[config.mk]
export PLATFORM = sky130hd
export DESIGN_NAME = hazard_ctrl_param
export DESIGN_NICKNAME = d
export VERILOG_FILES = /design/src/rtl/hazard_ctrl_param.sv
export SDC_FILE = /design/constraint.sdc
export NUM_CORES = 1
export LEC_CHECK = 0
export ABC_AREA = 1
export CAP_MARGIN = 25
export CORE_UTILIZATION = 32
export DETAILED_ROUTE_END_ITERATION = 10
export PLACE_DENSITY = 0.66
export RECOVER_POWER = 100
export SLEW_MARGIN = 30
export SYNTH_ARGS = -nofsm -noshare
export SYNTH_HDL_FRONTEND = slang
export SYNTH_SLANG_ARGS = --single-unit
[constraint.sdc]
create_clock -name clk -period 5.1 [get_ports clk]
set_clock_uncertainty 0.2 [all_clocks]
set_input_delay 1.02 -clock clk [delete_from_list [all_inputs] [get_ports clk]]
set_output_delay 1.02 -clock clk [all_outputs]
set_load 0.005 [all_outputs]
[src/rtl/hazard_ctrl_param.sv]
// Hazard control for a 5-stage RV32I pipeline: nearest-first forwarding over FWD_DEPTH
// write-back sources, multi-cycle load-use stalls, redirect flushes and saturating statistics.
module hazard_ctrl_param #(
   parameter int REG_AW    = 5,
   parameter int FWD_DEPTH = 3,
   parameter int LOAD_LAT  = 1,
   parameter int CNT_W     = 16,
   parameter int SEL_W     = 2
) (
   input  logic                          clk,
   input  logic                          rst,
   input  logic                          id_valid,
   input  logic [REG_AW-1:0]             id_rs1,
   input  logic [REG_AW-1:0]             id_rs2,
   input  logic                          id_use_rs1,
   input  logic                          id_use_rs2,
   input  logic                          ex_valid,
   input  logic [REG_AW-1:0]             ex_rs1,
   input  logic [REG_AW-1:0]             ex_rs2,
   input  logic [REG_AW-1:0]             ex_rd,
   input  logic                          ex_regwrite,
   input  logic                          ex_is_load,
   input  logic                          ex_redirect,
   input  logic [FWD_DEPTH*REG_AW-1:0]   fwd_rd,
   input  logic [FWD_DEPTH-1:0]          fwd_we,
   input  logic                          clr_stats,
   output logic                          stall_f,
   output logic                          stall_d,
   output logic                          flush_d,
   output logic                          flush_e,
   output logic [SEL_W-1:0]              fwd_sel_a,
   output logic [SEL_W-1:0]              fwd_sel_b,
   output logic                          busy,
   output logic [CNT_W-1:0]              stall_cnt,
   output logic [CNT_W-1:0]              flush_cnt
);

   typedef enum logic {IDLE, LSTALL} state_t;

   localparam logic [3:0] LAT_M1 = 4'(LOAD_LAT - 1);

   state_t     state;
   logic [3:0] cnt;
   logic       hz;
   logic       stall;

   function automatic logic [CNT_W-1:0] sat_inc(input logic [CNT_W-1:0] v);
      return (&v) ? v : v + CNT_W'(1);
   endfunction

   // Scan from the farthest source down so the nearest match is the one that sticks.
   function automatic logic [SEL_W-1:0] fwd_pick(
      input logic [REG_AW-1:0]           rs,
      input logic [FWD_DEPTH*REG_AW-1:0] rd,
      input logic [FWD_DEPTH-1:0]        we
   );
      logic [SEL_W-1:0]  sel;
      logic [REG_AW-1:0] r;
      sel = '0;
      for (int k = FWD_DEPTH; k >= 1; k--) begin
         r = rd[(k-1)*REG_AW +: REG_AW];
         if (we[k-1] && (r != '0) && (r == rs)) sel = SEL_W'(k);
      end
      return sel;
   endfunction

   assign hz = id_valid & ex_valid & ex_is_load & ex_regwrite & (ex_rd != '0) &
               ((id_use_rs1 & (id_rs1 == ex_rd)) | (id_use_rs2 & (id_rs2 == ex_rd)));

   // A redirect kills any pending or new stall in the same cycle.
   assign stall     = rst & ~ex_redirect & ((state == LSTALL) | hz);
   assign stall_f   = stall;
   assign stall_d   = stall;
   assign flush_d   = ~rst | ex_redirect;
   assign flush_e   = ~rst | ex_redirect | stall;
   assign busy      = rst & (state == LSTALL);
   assign fwd_sel_a = rst ? fwd_pick(ex_rs1, fwd_rd, fwd_we) : '0;
   assign fwd_sel_b = rst ? fwd_pick(ex_rs2, fwd_rd, fwd_we) : '0;

   always_ff @(posedge clk) begin
      if (!rst) begin
         state     <= IDLE;
         cnt       <= '0;
         stall_cnt <= '0;
         flush_cnt <= '0;
      end else begin
         if (ex_redirect) begin
            state <= IDLE;
            cnt   <= '0;
         end else if (state == IDLE) begin
            if (hz && (LOAD_LAT > 1)) begin
               state <= LSTALL;
               cnt   <= LAT_M1;
            end
         end else begin
            cnt <= cnt - 4'd1;
            if (cnt == 4'd1) state <= IDLE;
         end

         if (clr_stats) begin
            stall_cnt <= '0;
            flush_cnt <= '0;
         end else begin
            if (stall)       stall_cnt <= sat_inc(stall_cnt);
            if (ex_redirect) flush_cnt <= sat_inc(flush_cnt);
         end
      end
   end

endmodule

### After elaboration in Yosys (flattened, before gate mapping)

Cells that the tools add are included.

* bitwise operators: 19
* reduce and logical (&&, ||, !) cells: 20
* eq/ne operators: 9
* multiplexer cells: 9
* add/subtract/negate cells: 3

Operators by type and width (number)
* equality test 5 bit: 8
* adder 16 x 1 -> 16 bit (second input constant): 2
* AND reduction 16 bit: 2
* nonzero test 5 bit: 4
* 2-to-1 mux 2 bit: 8
* AND 1 bit: 10
* logical AND 1 bit: 9
* inverter 1 bit: 5
* equality test 4 x 1 -> 1 bit (second input constant): 1
* OR 1 bit: 4
* AND reduction 2 bit: 2
* OR reduction 2 bit: 2
* subtractor 4 x 1 -> 4 bit (second input constant): 1
* OR reduction 3 bit: 1
* 2-to-1 mux 1 bit: 1

* flip-flop bits (word level): 37
* output and inout port bits: 41

### Logic depth before layout (Yosys ltp)

* depth in word-level cells: 8
* gate-level depth with buffers: 13
* mapped depth without buffers: 12

### Worst setup path after synthesis

Ideal clock, no wire load.

* path type: input port to output port
* from: input rst
* to: output stall_f
* required time: 3.880 ns
* cell stages on the path: 6
* data arrival time: 2.011 ns
* setup slack: 1.869 ns
* cells stage by stage: inv_1 nor2_2 buf_2 inv_1 a21oi_1 buf_4

* longest elaborated chain between the ends: 2

Ends and longest elaborated chain
* start, declared: line 11 `input logic rst,`
* AND 1 bit (2 in series): line 71 `assign stall = rst & ~ex_redirect & ((state == LSTALL) | hz);`
* end, declared: line 27 `output logic stall_f,`

Every way passes these cells.

### Worst setup path after layout

* from: input fwd_rd[0]
* to: output fwd_sel_b[1]

* longest elaborated chain between the ends: 5
* elaborated cells between the ends (all ways): 6

Ends and longest elaborated chain
* start, declared: line 24 `input logic [FWD_DEPTH*REG_AW-1:0] fwd_rd,`
* nonzero test 5 bit: line 62 `if (we[k-1] && (r != '0) && (r == rs)) sel = SEL_W'(k);`
* logical AND 1 bit: line 62
* logical AND 1 bit (*): line 62
* 2-to-1 mux 2 bit (*): line 62
* 2-to-1 mux 2 bit (*): line 78 `assign fwd_sel_b = rst ? fwd_pick(ex_rs2, fwd_rd, fwd_we) : '0;`
* end, declared: line 32 `output logic [SEL_W-1:0] fwd_sel_b,`

Mark *: on every way between the ends. The rest lies on a longest branch, timed or not.

==> results list <==
* Run status: completed
- Fin crit share: 85.09%
- List of most frequent post-synthesis cells: sky130_fd_sc_hd__nand2_1, sky130_fd_sc_hd__inv_1, sky130_fd_sc_hd__nor2_1
- In this run the deepest clock path goes through 2 buffers.
* Placed cell count: 652
- Worst Hold Class: register to register
* Number of detailed-routing iterations run before antenna repair: 4
- VDD sags by at most 0.00007898 V.
- Final number of hold-violating endpoints: 0
- Number of buffers created by CTS: 5
* Max-slew violation count: 0
* Diodes inserted: 0
- Die area: 0.009288 mm2
- TritonCTS built the clock tree.
* Clock root buffer: sky130_fd_sc_hd__clkbuf_8
- In this run, post-CTS hold repair placed 0 buffers.
- Max Fanout on Critical Path: 3
- In this design, the critical path's most frequently occurring cell is sky130_fd_sc_hd__dlygate4sd3_1.
- Flip-flop and latch count after synthesis: 37
- At the end of routability-driven placement, the weighted congestion stood at 0.8597.
* Dominant register cell in the synthesized netlist: sky130_fd_sc_hd__dfxtp_1
- Final-layout setup total negative slack: 0 ns
- Non-filler instance count after layout: 659
* Post-CTS setup buffers: 0
* Startpoint class of the critical path: input pin
- Proportion of register bits with asynchronous set or reset after synthesis: 0%
- The slowest stage of the critical path is the sky130_fd_sc_hd__dlygate4sd3_1 cell.
* Total of endpoints with negative setup slack in the final report: 0
- Unrepaired setup endpoints after global routing: no
- Summing the sequential cell areas from Yosys gives 25.99% of the chip area.
* Top-level I/O count: 94
- During placement, the flow inserted port buffers numbering 93.
- The floorplan step set the die width to 96.38 um.
* Warnings from Yosys: 0
* Most frequent cell after synthesis: sky130_fd_sc_hd__nand2_1
- The number of buffers and inverters on the critical path is 3.
* Pin count of the biggest net entering global routing: 29
- Cells traversed along the worst timing path: dlygate4sd3_1, or2_2, o41ai_1, inv_1, nand3_1, nand2_1, nor2_1, dlygate4sd3_1
- Vias in the first global route: 2,804
- Synthesis handed over a netlist of 458 instances.
- Number of levels the H-tree was split into: 2
- Counting I/O delays and the setup requirement, the final critical path takes 4.340 ns.
- After detailed routing, the number of vias per cell comes to 4.662.
- The number of nets in the synthesized netlist is 515.
- In the final routed layout, each cell accounts on average for 11.36 um.
- Synthesis instantiated 34 different standard cells from the library.
* First-pass GRT wire length: 12.50 mm
- Detail Route Antenna Nets: 0
* Slowest stage delay, CP: 0.60 ns
- Layout cell share with drive strength beyond 1: 5.082%
- Cell area power density: 155.2 mW/mm2
* Cell accounting for the most synthesized area: sky130_fd_sc_hd__dfxtp_1
* Total Nets Final: 608
- For this block, the routed nets add up to 7.483 mm of wire.
- Initial standard-cell utilization of the core: 32.84%
- Biggest area contributors in the synthesized netlist: sky130_fd_sc_hd__dfxtp_1, sky130_fd_sc_hd__nand2_1, sky130_fd_sc_hd__inv_1, sky130_fd_sc_hd__nor2_1, sky130_fd_sc_hd__nand3_1
- Layout fillers: 926
- Headroom to the max-slew limit came out at 46.12%.
* Worst-Skew Late Latency: 0.29 ns
- Compared with the post-synthesis result, the final layout area differs by 38.06%.
- Worst setup EP type: output port
- Area share of the largest cell type after synthesis: 25.99%
* GR Util All Layers: 17.19%
- Antenna violations before repair: 0
- After synthesis the cells add up to 0.002850 mm2.
- The tool flagged a number of max-cap violations equal to 0.
- Number of clock sinks: 37
- The synthesized design contains 0 enable-type register cells.
- Among cell families on the critical path, the largest total delay comes from buffers and inverters.
- The die is 96.38 um tall.
* CTS clock-pin slew for the worst setup and hold paths: 0.07 ns
* Total DRC errors in the routed layout: 0
- The first routing iteration left 110 violations.
- Overall via count from detail_route: 3,072
- Grt ovf: 0
* Leak pwr: 1.742 nW
- The worst setup path is of the input pin to output port kind.
- Averaged over all synthesized cells, the footprint is 6.223 um2.
- Detailed placement ended at an HPWL of 5.908 mm.
- For the worst setup path, the data required time is 3.88 ns.
- Data arrival, critical path: 3.12 ns
- At the pin with the least slew margin, the transition time is 0.8082 ns.
- The floorplan has 34 rows.
* Core Box Area: 0.008678 mm2
* Achievable frequency: 0.2304 GHz
- Gates resized during post-CTS repair numbered 0.
## worst min-delay path, delay by kind of cell (launching register included)
kind / cells / cell delay, ns
AO/OA/AOI/OAI: 1 / 0.06
flip-flops: 1 / 0.33
AND/OR/NAND/NOR: 1 / 0.07
## per-layer routing
layer  share of wire (%)  GRT usage (%)  routed length (um)  vias to the layer above
li1                    -              -                   -                     1634
met1                  47          21.43                3518                     1359
met2                  47          30.26                3480                       69
met3                 4.8          2.504                 360                       10
met4                 1.7          5.637                 124                        0
met5                   0              0                   0                        -
## where the power goes
part	internal, mW	leakage [nW]	switching (mW)	total, mW
Clock	0.107	0.0443	0.102	0.209
Sequential	0.289	0.298	0.000540	0.290
Combinational	0.0601	1.40	0.0518	0.112
## flip-flops by register name, indices dropped and copies added, names as in the netlist
signal	cells
cnt	4
flush_cnt	16
stall_cnt	16
state	1
## through the flow
step                      area [um2]  total power [mW]  hold WS, ns  util (%)  setup slack (ns)
after floorplan                 2850            0.3456       0.2753         -             1.869
after global placement          3867            0.4098       0.2871     44.56            0.9652
after detailed placement        3867            0.4112       0.2903     44.56            0.9631
after CTS                       3954            0.6248       0.3057     45.56            0.9350
after global routing            3935            0.6465       0.3302     45.34            0.6310
final                           3935            0.6105       0.3016     45.34            0.7604
## final timing paths
path                                    start       endpoint  slack [ns]  cells past startpoint
worst min-delay path            flush_cnt[15]  flush_cnt[15]        0.30                      2
worst max register to register   flush_cnt[0]   flush_cnt[7]        3.01                      9
worst max-delay path                fwd_rd[0]   fwd_sel_b[1]        0.76                      8
worst min register to register  flush_cnt[15]  flush_cnt[15]        0.30                      2
## layout by cell type (no fill, tap or decap), drive strengths merged
cell             n
a211oi           1
a21oi           16
a31oi            2
and2             2
and3             1
buf              1
clkbuf           8
clkdlybuf4s50   49
dfxtp           37
dlygate4sd3     44
ha               4
inv             72
nand2          117
nand3           41
nand4           23
nor2            70
nor3             8
nor4             3
o21ai           10
o21ba            1
o41ai            2
or2              2
xnor2           16
xor2            21
## area by class of cell
| class | count | area, um2 | area share [%] |
|---|---|---|---|
| multi-input combinational | 340 | 1760 | 44.74 |
| clock buffer | 7 | 86.33 | 2.194 |
| tap | 108 | 135.1 | 3.434 |
| sequential | 37 | 740.7 | 18.82 |
| timing repair buffer | 95 | 942.2 | 23.94 |
| inverter | 72 | 270.3 | 6.868 |
## logic make-up (layout without fill, tap and decap cells)
| logic type | Yosys count | in the layout | share of synthesized area, % |
|---|---|---|---|
| simple gates | 267 | 267 | 42.93 |
| buf+inv | 81 | 174 | 11.72 |
| xor+xnor | 37 | 37 | 11.37 |
| flops | 37 | 37 | 25.99 |
| compound gates | 32 | 32 | 6.234 |
| fa+ha+maj | 4 | 4 | 1.756 |
No activity file was read; power rests on OpenSTA's default activity.
